--- config.mk ---
export PLATFORM = sky130hd
export DESIGN_NAME = nn_dma_arb
export DESIGN_NICKNAME = d
export VERILOG_FILES = /design/src/rtl/nn_dma_arb.sv
export SDC_FILE = /design/constraint.sdc
export NUM_CORES = 1
export LEC_CHECK = 0
export CELL_PAD_IN_SITES_DETAIL_PLACEMENT = 1
export CELL_PAD_IN_SITES_GLOBAL_PLACEMENT = 2
export CORE_MARGIN = 4
export CORE_UTILIZATION = 29
export CTS_CLUSTER_DIAMETER = 30
export DETAILED_ROUTE_END_ITERATION = 16
export HOLD_SLACK_MARGIN = 0.05
export PLACE_DENSITY_LB_ADDON = 0.1
export SLEW_MARGIN = 20
export SYNTH_ARGS = -nofsm -noshare
export SYNTH_HDL_FRONTEND = slang
export SYNTH_SLANG_ARGS = --single-unit
--- constraint.sdc ---
create_clock -name i_clk -period 4.8 [get_ports i_clk]
set_clock_uncertainty 0.1 [all_clocks]
set_input_delay 1.44 -clock i_clk [delete_from_list [all_inputs] [get_ports i_clk]]
set_output_delay 1.44 -clock i_clk [all_outputs]
set_load 0.02 [all_outputs]
--- src/rtl/nn_dma_arb.sv ---
// Round-robin arbiter sharing one 16-bit DMA memory port between the host loader,
// the nn read channel and a FIFO-buffered nn write channel, with a read-after-write hazard check.
module nn_dma_arb #(
  parameter int DMA_ADDR_WIDTH = 5,
  parameter int DATA_WIDTH     = 16,
  parameter int WFIFO_DEPTH    = 4
) (
  input  logic                      i_clk,
  input  logic                      i_rst,
  input  logic                      i_host_req,
  input  logic                      i_host_we,
  input  logic [DMA_ADDR_WIDTH-1:0] i_host_addr,
  input  logic [DATA_WIDTH-1:0]     i_host_wdata,
  output logic                      o_host_gnt,
  output logic [DATA_WIDTH-1:0]     o_host_rdata,
  output logic                      o_host_rvalid,
  input  logic                      i_nn_rd_en,
  input  logic [DMA_ADDR_WIDTH-1:0] i_nn_rd_addr,
  output logic [DATA_WIDTH-1:0]     o_nn_rd_data,
  output logic                      o_nn_rd_ready,
  input  logic                      i_nn_wr_en,
  input  logic [DMA_ADDR_WIDTH-1:0] i_nn_wr_addr,
  input  logic [DATA_WIDTH-1:0]     i_nn_wr_data,
  output logic                      o_wr_ovf,
  output logic                      o_mem_en,
  output logic                      o_mem_we,
  output logic [DMA_ADDR_WIDTH-1:0] o_mem_addr,
  output logic [DATA_WIDTH-1:0]     o_mem_wdata,
  input  logic [DATA_WIDTH-1:0]     i_mem_rdata
);
  localparam int PW = $clog2(WFIFO_DEPTH);

  typedef enum logic [1:0] {SEL_H = 2'd0, SEL_R = 2'd1, SEL_W = 2'd2} sel_e;

  logic [DMA_ADDR_WIDTH-1:0] r_fa [WFIFO_DEPTH];
  logic [DATA_WIDTH-1:0]     r_fd [WFIFO_DEPTH];
  logic [WFIFO_DEPTH-1:0]    r_vld;
  logic [PW-1:0]             r_wp, r_rp;
  logic [PW:0]               r_cnt;
  sel_e                      r_rr, w_rr_nxt;
  logic                      r_rd_busy, r_host_pend, r_ovf;
  logic [DATA_WIDTH-1:0]     r_nn_rdata, r_host_rdata;

  logic w_empty, w_full, w_hit;
  logic w_el_h, w_el_r, w_el_w;
  logic w_gnt_h, w_gnt_r, w_gnt_w;
  logic w_push, w_pop;

  assign w_empty = (r_cnt == '0);
  assign w_full  = (r_cnt == (PW+1)'(WFIFO_DEPTH));

  // A read may not overtake any queued write to its address, including one arriving now.
  always_comb begin
    w_hit = i_nn_wr_en && (i_nn_wr_addr == i_nn_rd_addr);
    for (int i = 0; i < WFIFO_DEPTH; i++)
      if (r_vld[i] && (r_fa[i] == i_nn_rd_addr)) w_hit = 1'b1;
  end

  // r_rd_busy doubles as the ready flag: it is high exactly in the ready cycle.
  assign w_el_h = i_host_req;
  assign w_el_r = i_nn_rd_en && !r_rd_busy && !w_hit;
  assign w_el_w = !w_empty;

  always_comb begin
    w_gnt_h  = 1'b0;
    w_gnt_r  = 1'b0;
    w_gnt_w  = 1'b0;
    w_rr_nxt = r_rr;
    if (i_rst) begin
      if (w_full) w_gnt_w = 1'b1;
      else begin
        case (r_rr)
          SEL_H: begin
            if (w_el_h)      w_gnt_h = 1'b1;
            else if (w_el_r) w_gnt_r = 1'b1;
            else if (w_el_w) w_gnt_w = 1'b1;
          end
          SEL_R: begin
            if (w_el_r)      w_gnt_r = 1'b1;
            else if (w_el_w) w_gnt_w = 1'b1;
            else if (w_el_h) w_gnt_h = 1'b1;
          end
          default: begin
            if (w_el_w)      w_gnt_w = 1'b1;
            else if (w_el_h) w_gnt_h = 1'b1;
            else if (w_el_r) w_gnt_r = 1'b1;
          end
        endcase
      end
      if (w_gnt_h) w_rr_nxt = SEL_R;
      if (w_gnt_r) w_rr_nxt = SEL_W;
      if (w_gnt_w) w_rr_nxt = SEL_H;
    end
  end

  assign w_pop  = w_gnt_w;
  assign w_push = i_rst && i_nn_wr_en && (!w_full || w_pop);

  always_ff @(posedge i_clk) begin
    if (!i_rst) begin
      r_vld        <= '0;
      r_wp         <= '0;
      r_rp         <= '0;
      r_cnt        <= '0;
      r_rr         <= SEL_H;
      r_rd_busy    <= 1'b0;
      r_host_pend  <= 1'b0;
      r_ovf        <= 1'b0;
      r_nn_rdata   <= '0;
      r_host_rdata <= '0;
    end else begin
      // Pop clears before push sets, so a full push+pop on the same slot stays valid.
      if (w_pop) begin
        r_vld[r_rp] <= 1'b0;
        r_rp        <= r_rp + 1'b1;
      end
      if (w_push) begin
        r_vld[r_wp] <= 1'b1;
        r_wp        <= r_wp + 1'b1;
      end
      r_cnt <= r_cnt + (PW+1)'(w_push) - (PW+1)'(w_pop);
      if (i_nn_wr_en && w_full && !w_pop) r_ovf <= 1'b1;
      r_rr        <= w_rr_nxt;
      r_rd_busy   <= w_gnt_r;
      r_host_pend <= w_gnt_h && !i_host_we;
      if (r_rd_busy)   r_nn_rdata   <= i_mem_rdata;
      if (r_host_pend) r_host_rdata <= i_mem_rdata;
    end
  end

  always_ff @(posedge i_clk) begin
    if (w_push) begin
      r_fa[r_wp] <= i_nn_wr_addr;
      r_fd[r_wp] <= i_nn_wr_data;
    end
  end

  assign o_host_gnt    = w_gnt_h;
  assign o_host_rvalid = i_rst && r_host_pend;
  assign o_host_rdata  = !i_rst ? '0 : (r_host_pend ? i_mem_rdata : r_host_rdata);
  assign o_nn_rd_ready = i_rst && r_rd_busy;
  assign o_nn_rd_data  = !i_rst ? '0 : (r_rd_busy ? i_mem_rdata : r_nn_rdata);
  assign o_wr_ovf      = r_ovf;

  always_comb begin
    o_mem_en    = 1'b0;
    o_mem_we    = 1'b0;
    o_mem_addr  = '0;
    o_mem_wdata = '0;
    if (w_gnt_h) begin
      o_mem_en    = 1'b1;
      o_mem_we    = i_host_we;
      o_mem_addr  = i_host_addr;
      o_mem_wdata = i_host_we ? i_host_wdata : '0;
    end else if (w_gnt_r) begin
      o_mem_en    = 1'b1;
      o_mem_addr  = i_nn_rd_addr;
    end else if (w_gnt_w) begin
      o_mem_en    = 1'b1;
      o_mem_we    = 1'b1;
      o_mem_addr  = r_fa[r_rp];
      o_mem_wdata = r_fd[r_rp];
    end
  end

endmodule
==> results.yml <==
yosys:
  synth_common_cells: "edfxtp_1 (84), dfxtp_1 (50), nor2_1 (41)"
  ys_async_sr_fraction: 0
  synthTopCellsByArea: "edfxtp_1 (43%), dfxtp_1 (17%), mux4_2 (8.0%)"
  synthFlopType: "edfxtp_1"
  seq_area_frac_synth: 0.595
  synth_top_area_frac: 0.426
  synth_largest_area_cell: "edfxtp_1"
  yosys_warnings: 0
  synth_cell_types: 45
  syn_nets: 521
  syn_inst: 441
  synth-edff-count: 84
  synth_most_common_cell: "edfxtp_1"
  syn_area_per_cell_sq_um: 13.4
  ys_ff_latch: 134
  synthesis.area_sq_um: 5920
sta:
  finalCriticalPeriod_ps: 4800
  rsz0062_at_grt: "yes"
  fmax_mhz: 208
  slew_headroom: 0.514
  setup_violations: 1
  worst_slack_ps: -5.00
  hold_viol: 0
  worst_slew_pin_slew_ps: 729
  period_share: 1.00
  final_max_slew_viol_count: 0
floorplan:
  die_width_um: 151
  die_h_um: 151
  core_region_area_sq_um: 20200
  dieArea_sq_um: 22800
  ioPinCount: 128
  num_rows: 52
  initial_utilization: 0.294
global_routing:
  grtUsageTotal: 0.148
  grt_pass1_vias: 4486
  grt_max_degree: 39
  antenna_found_initial: 0
  grt_pass1_wl_um: 25300
  grt-ovfl-total: 0
hold_path:
  worstHoldPathType: "register to register"
critical_path:
  max_stage_delay_ps: 400
  slowest_stage: "a311o_2"
  crit_top_cell: "buf_12"
  startpoint_type: "input port"
  crit_chain: "buf_12 -> xor2_2 -> nor4_1 -> a311o_2 -> nor3b_4 -> a41o_4 -> buf_12 -> clkbuf_16 -> o22ai_2 -> buf_4"
  cp_max_fo: 6
  endpoint_kind: "output pin"
  worst_ep_arrival_time_ps: 3260
  required_ps: 3260
  path_class: "input port to output pin"
power:
  power_frac_seq: 0.328
  leakage_nw: 3.48
  p_int_w: 0.00286
  switchingPower_w: 0.00128
  clkPwrFrac: 0.335
  vdd_drop_max_v: 0.000342
  p_sw_frac: 0.309
  p_per_area_nw_per_um2: 471
  comb_power_share: 0.337
layout:
  nets: 691
  drive_above_1_share: 0.296
  syn_to_final_growth_pct: 48.3
  instances_no_fill: 894
  n_antenna_cell: 0
cts:
  cts_buffers: 17
  cts_buffer_depth: 2
  cts_hold_buffers: 0
  clk_pin_slew_worst_paths_ps: 60
  htreeDepth: 4
  cts_tree: "built"
  root_buffer: "clkbuf_16"
  cts.sinks: 134
  clkLatencyLatePin_ps: 420
route:
  drtAntennaViolNets: 0
  avgViaCountPerCell: 4.57
  wl_per_cell_um: 18.3
  drtPass1Iterations: 4
  met1Wirelength_um: 7000
  wl_met3_um: 873
  vias: 4084
  route.detailed.drc: 0
  drt_iter0_drc: 188
  drt-total-wl_um: 16400
  routed.top_layer: "met4"
  wl_met2_um: 8230
place:
  place_hpwl_um: 11100
  dp.cells: 856
  globalplace.congestion: 0.779
  io_buffers: 127
  pre_cts_ws_ps: -1020
flow_run:
  maxCapViolCount: 0
status:
  violations: "setup timing"
  status: "finished, violations left"
## metrics by stage
step / util / TNS (ps) / cell area [sq um] / total power [W] / hold slack, ps
after floorplan: - / 0 / 5920 / 0.00214 / 383
after global placement: 0.386 / -23510 / 7780 / 0.00266 / 345
after detailed placement: 0.386 / -24140 / 7780 / 0.00268 / 352
after CTS: 0.419 / -19.1 / 8460 / 0.00407 / 377
after global routing: 0.435 / -1150 / 8780 / 0.00436 / 410
final: 0.435 / -5.00 / 8780 / 0.00414 / 376
## state kept, by name, summed over array words and instances (netlist names), named ones only
register / cells
r_nn_rdata: 16
r_rr: 2
r_host_pend: 1
r_fa: 20
r_rp: 2
r_cnt: 3
r_host_rdata: 16
r_rd_busy: 1
o_wr_ovf: 1
r_wp: 2
r_fd: 64
r_vld: 4
## cell families after synthesis
| logic type | count (synthesis) | synth area share |
|---|---|---|
| DFF | 134 | 0.595 |
| and+or+nand+nor | 101 | 0.0803 |
| buffers and inverters | 65 | 0.0505 |
| muxes | 57 | 0.141 |
| AOI/OAI and AO/OA | 45 | 0.0676 |
| xor gates and xnor gates | 28 | 0.0414 |
| adders and majority gates | 11 | 0.0245 |
## worst max-delay path: cells and delay by family
kind	cells	cell delay [ps]
AO/OA/AOI/OAI	3	750
XOR/XNOR	1	150
buffers and inverters	4	570
AND/OR/NAND/NOR	2	330
## metal layers
layer	up-vias	GRT usage
met5	-	0
met4	0	0.0558
met3	20	0.0356
met2	103	0.250
met1	2045	0.184
li1	1916	-
## final cells by class
cell class / instances / area, sq um
Fill cell: 2097 / 11400
Sequential cell: 134 / 3520
Multi-Input combinational cell: 242 / 2390
Timing Repair Buffer: 177 / 1760
Clock buffer: 18 / 429
Tap cell: 270 / 338
Clock inverter: 14 / 198
Inverter: 39 / 146
## power groups by stage
stage / sequential (W) / clock (W) / combinational (W)
floorplan: 0.00136 / 0 / 0.000779
global placement: 0.00138 / 0 / 0.00128
detailed placement: 0.00138 / 0 / 0.00129
CTS: 0.00136 / 0.00142 / 0.00129
global route: 0.00137 / 0.00147 / 0.00152
finish: 0.00136 / 0.00138 / 0.00139
## final timing paths
| check | startpoint | endpoint | slack (ps) | cells past startpoint |
|---|---|---|---|---|
| worst min register to register | o_wr_ovf$_SDFFE_PN0P_ | o_wr_ovf$_SDFFE_PN0P_ | 380 | 1 |
| worst max-delay path | i_nn_rd_addr[1] | o_mem_wdata[5] | -5 | 10 |
| worst min-delay path | o_wr_ovf$_SDFFE_PN0P_ | o_wr_ovf$_SDFFE_PN0P_ | 380 | 1 |
| worst max register to register | r_fa[1][1]$_DFFE_PP_ | r_cnt[2]$_SDFF_PN0_ | 1470 | 15 |
## layout by cell type, fill, tap and decap left out, types with 3 or more instances in the layout
cell	n
edfxtp_1	84
clkdlybuf4s50_1	67
dfxtp_1	50
buf_4	48
nor2_1	39
inv_1	38
mux2i_1	36
nand2_1	30
mux4_2	21
buf_6	21
clkbuf_16	18
dlygate4sd2_1	18
o22ai_2	12
ha_1	10
xnor2_1	9
a21oi_1	9
dlymetal6s2s_1	9
xnor2_2	8
buf_12	8
o22ai_4	5
xor2_2	5
o21ai_0	4
and3_1	4
and2_1	4
nor2b_1	4
bufinv_16	4
nand4_1	3
xor2_1	3
nand3_1	3
o221ai_2	3
clkinv_4	3
inv_6	3
## timing repair
action,in CTS,in global routing
endpoints found under the setup margin,38,42
gates resized for setup,175,77
cloned,1,1
pin swaps,19,18
buffers inserted,3,2
Power figures use the tool's default switching activity.
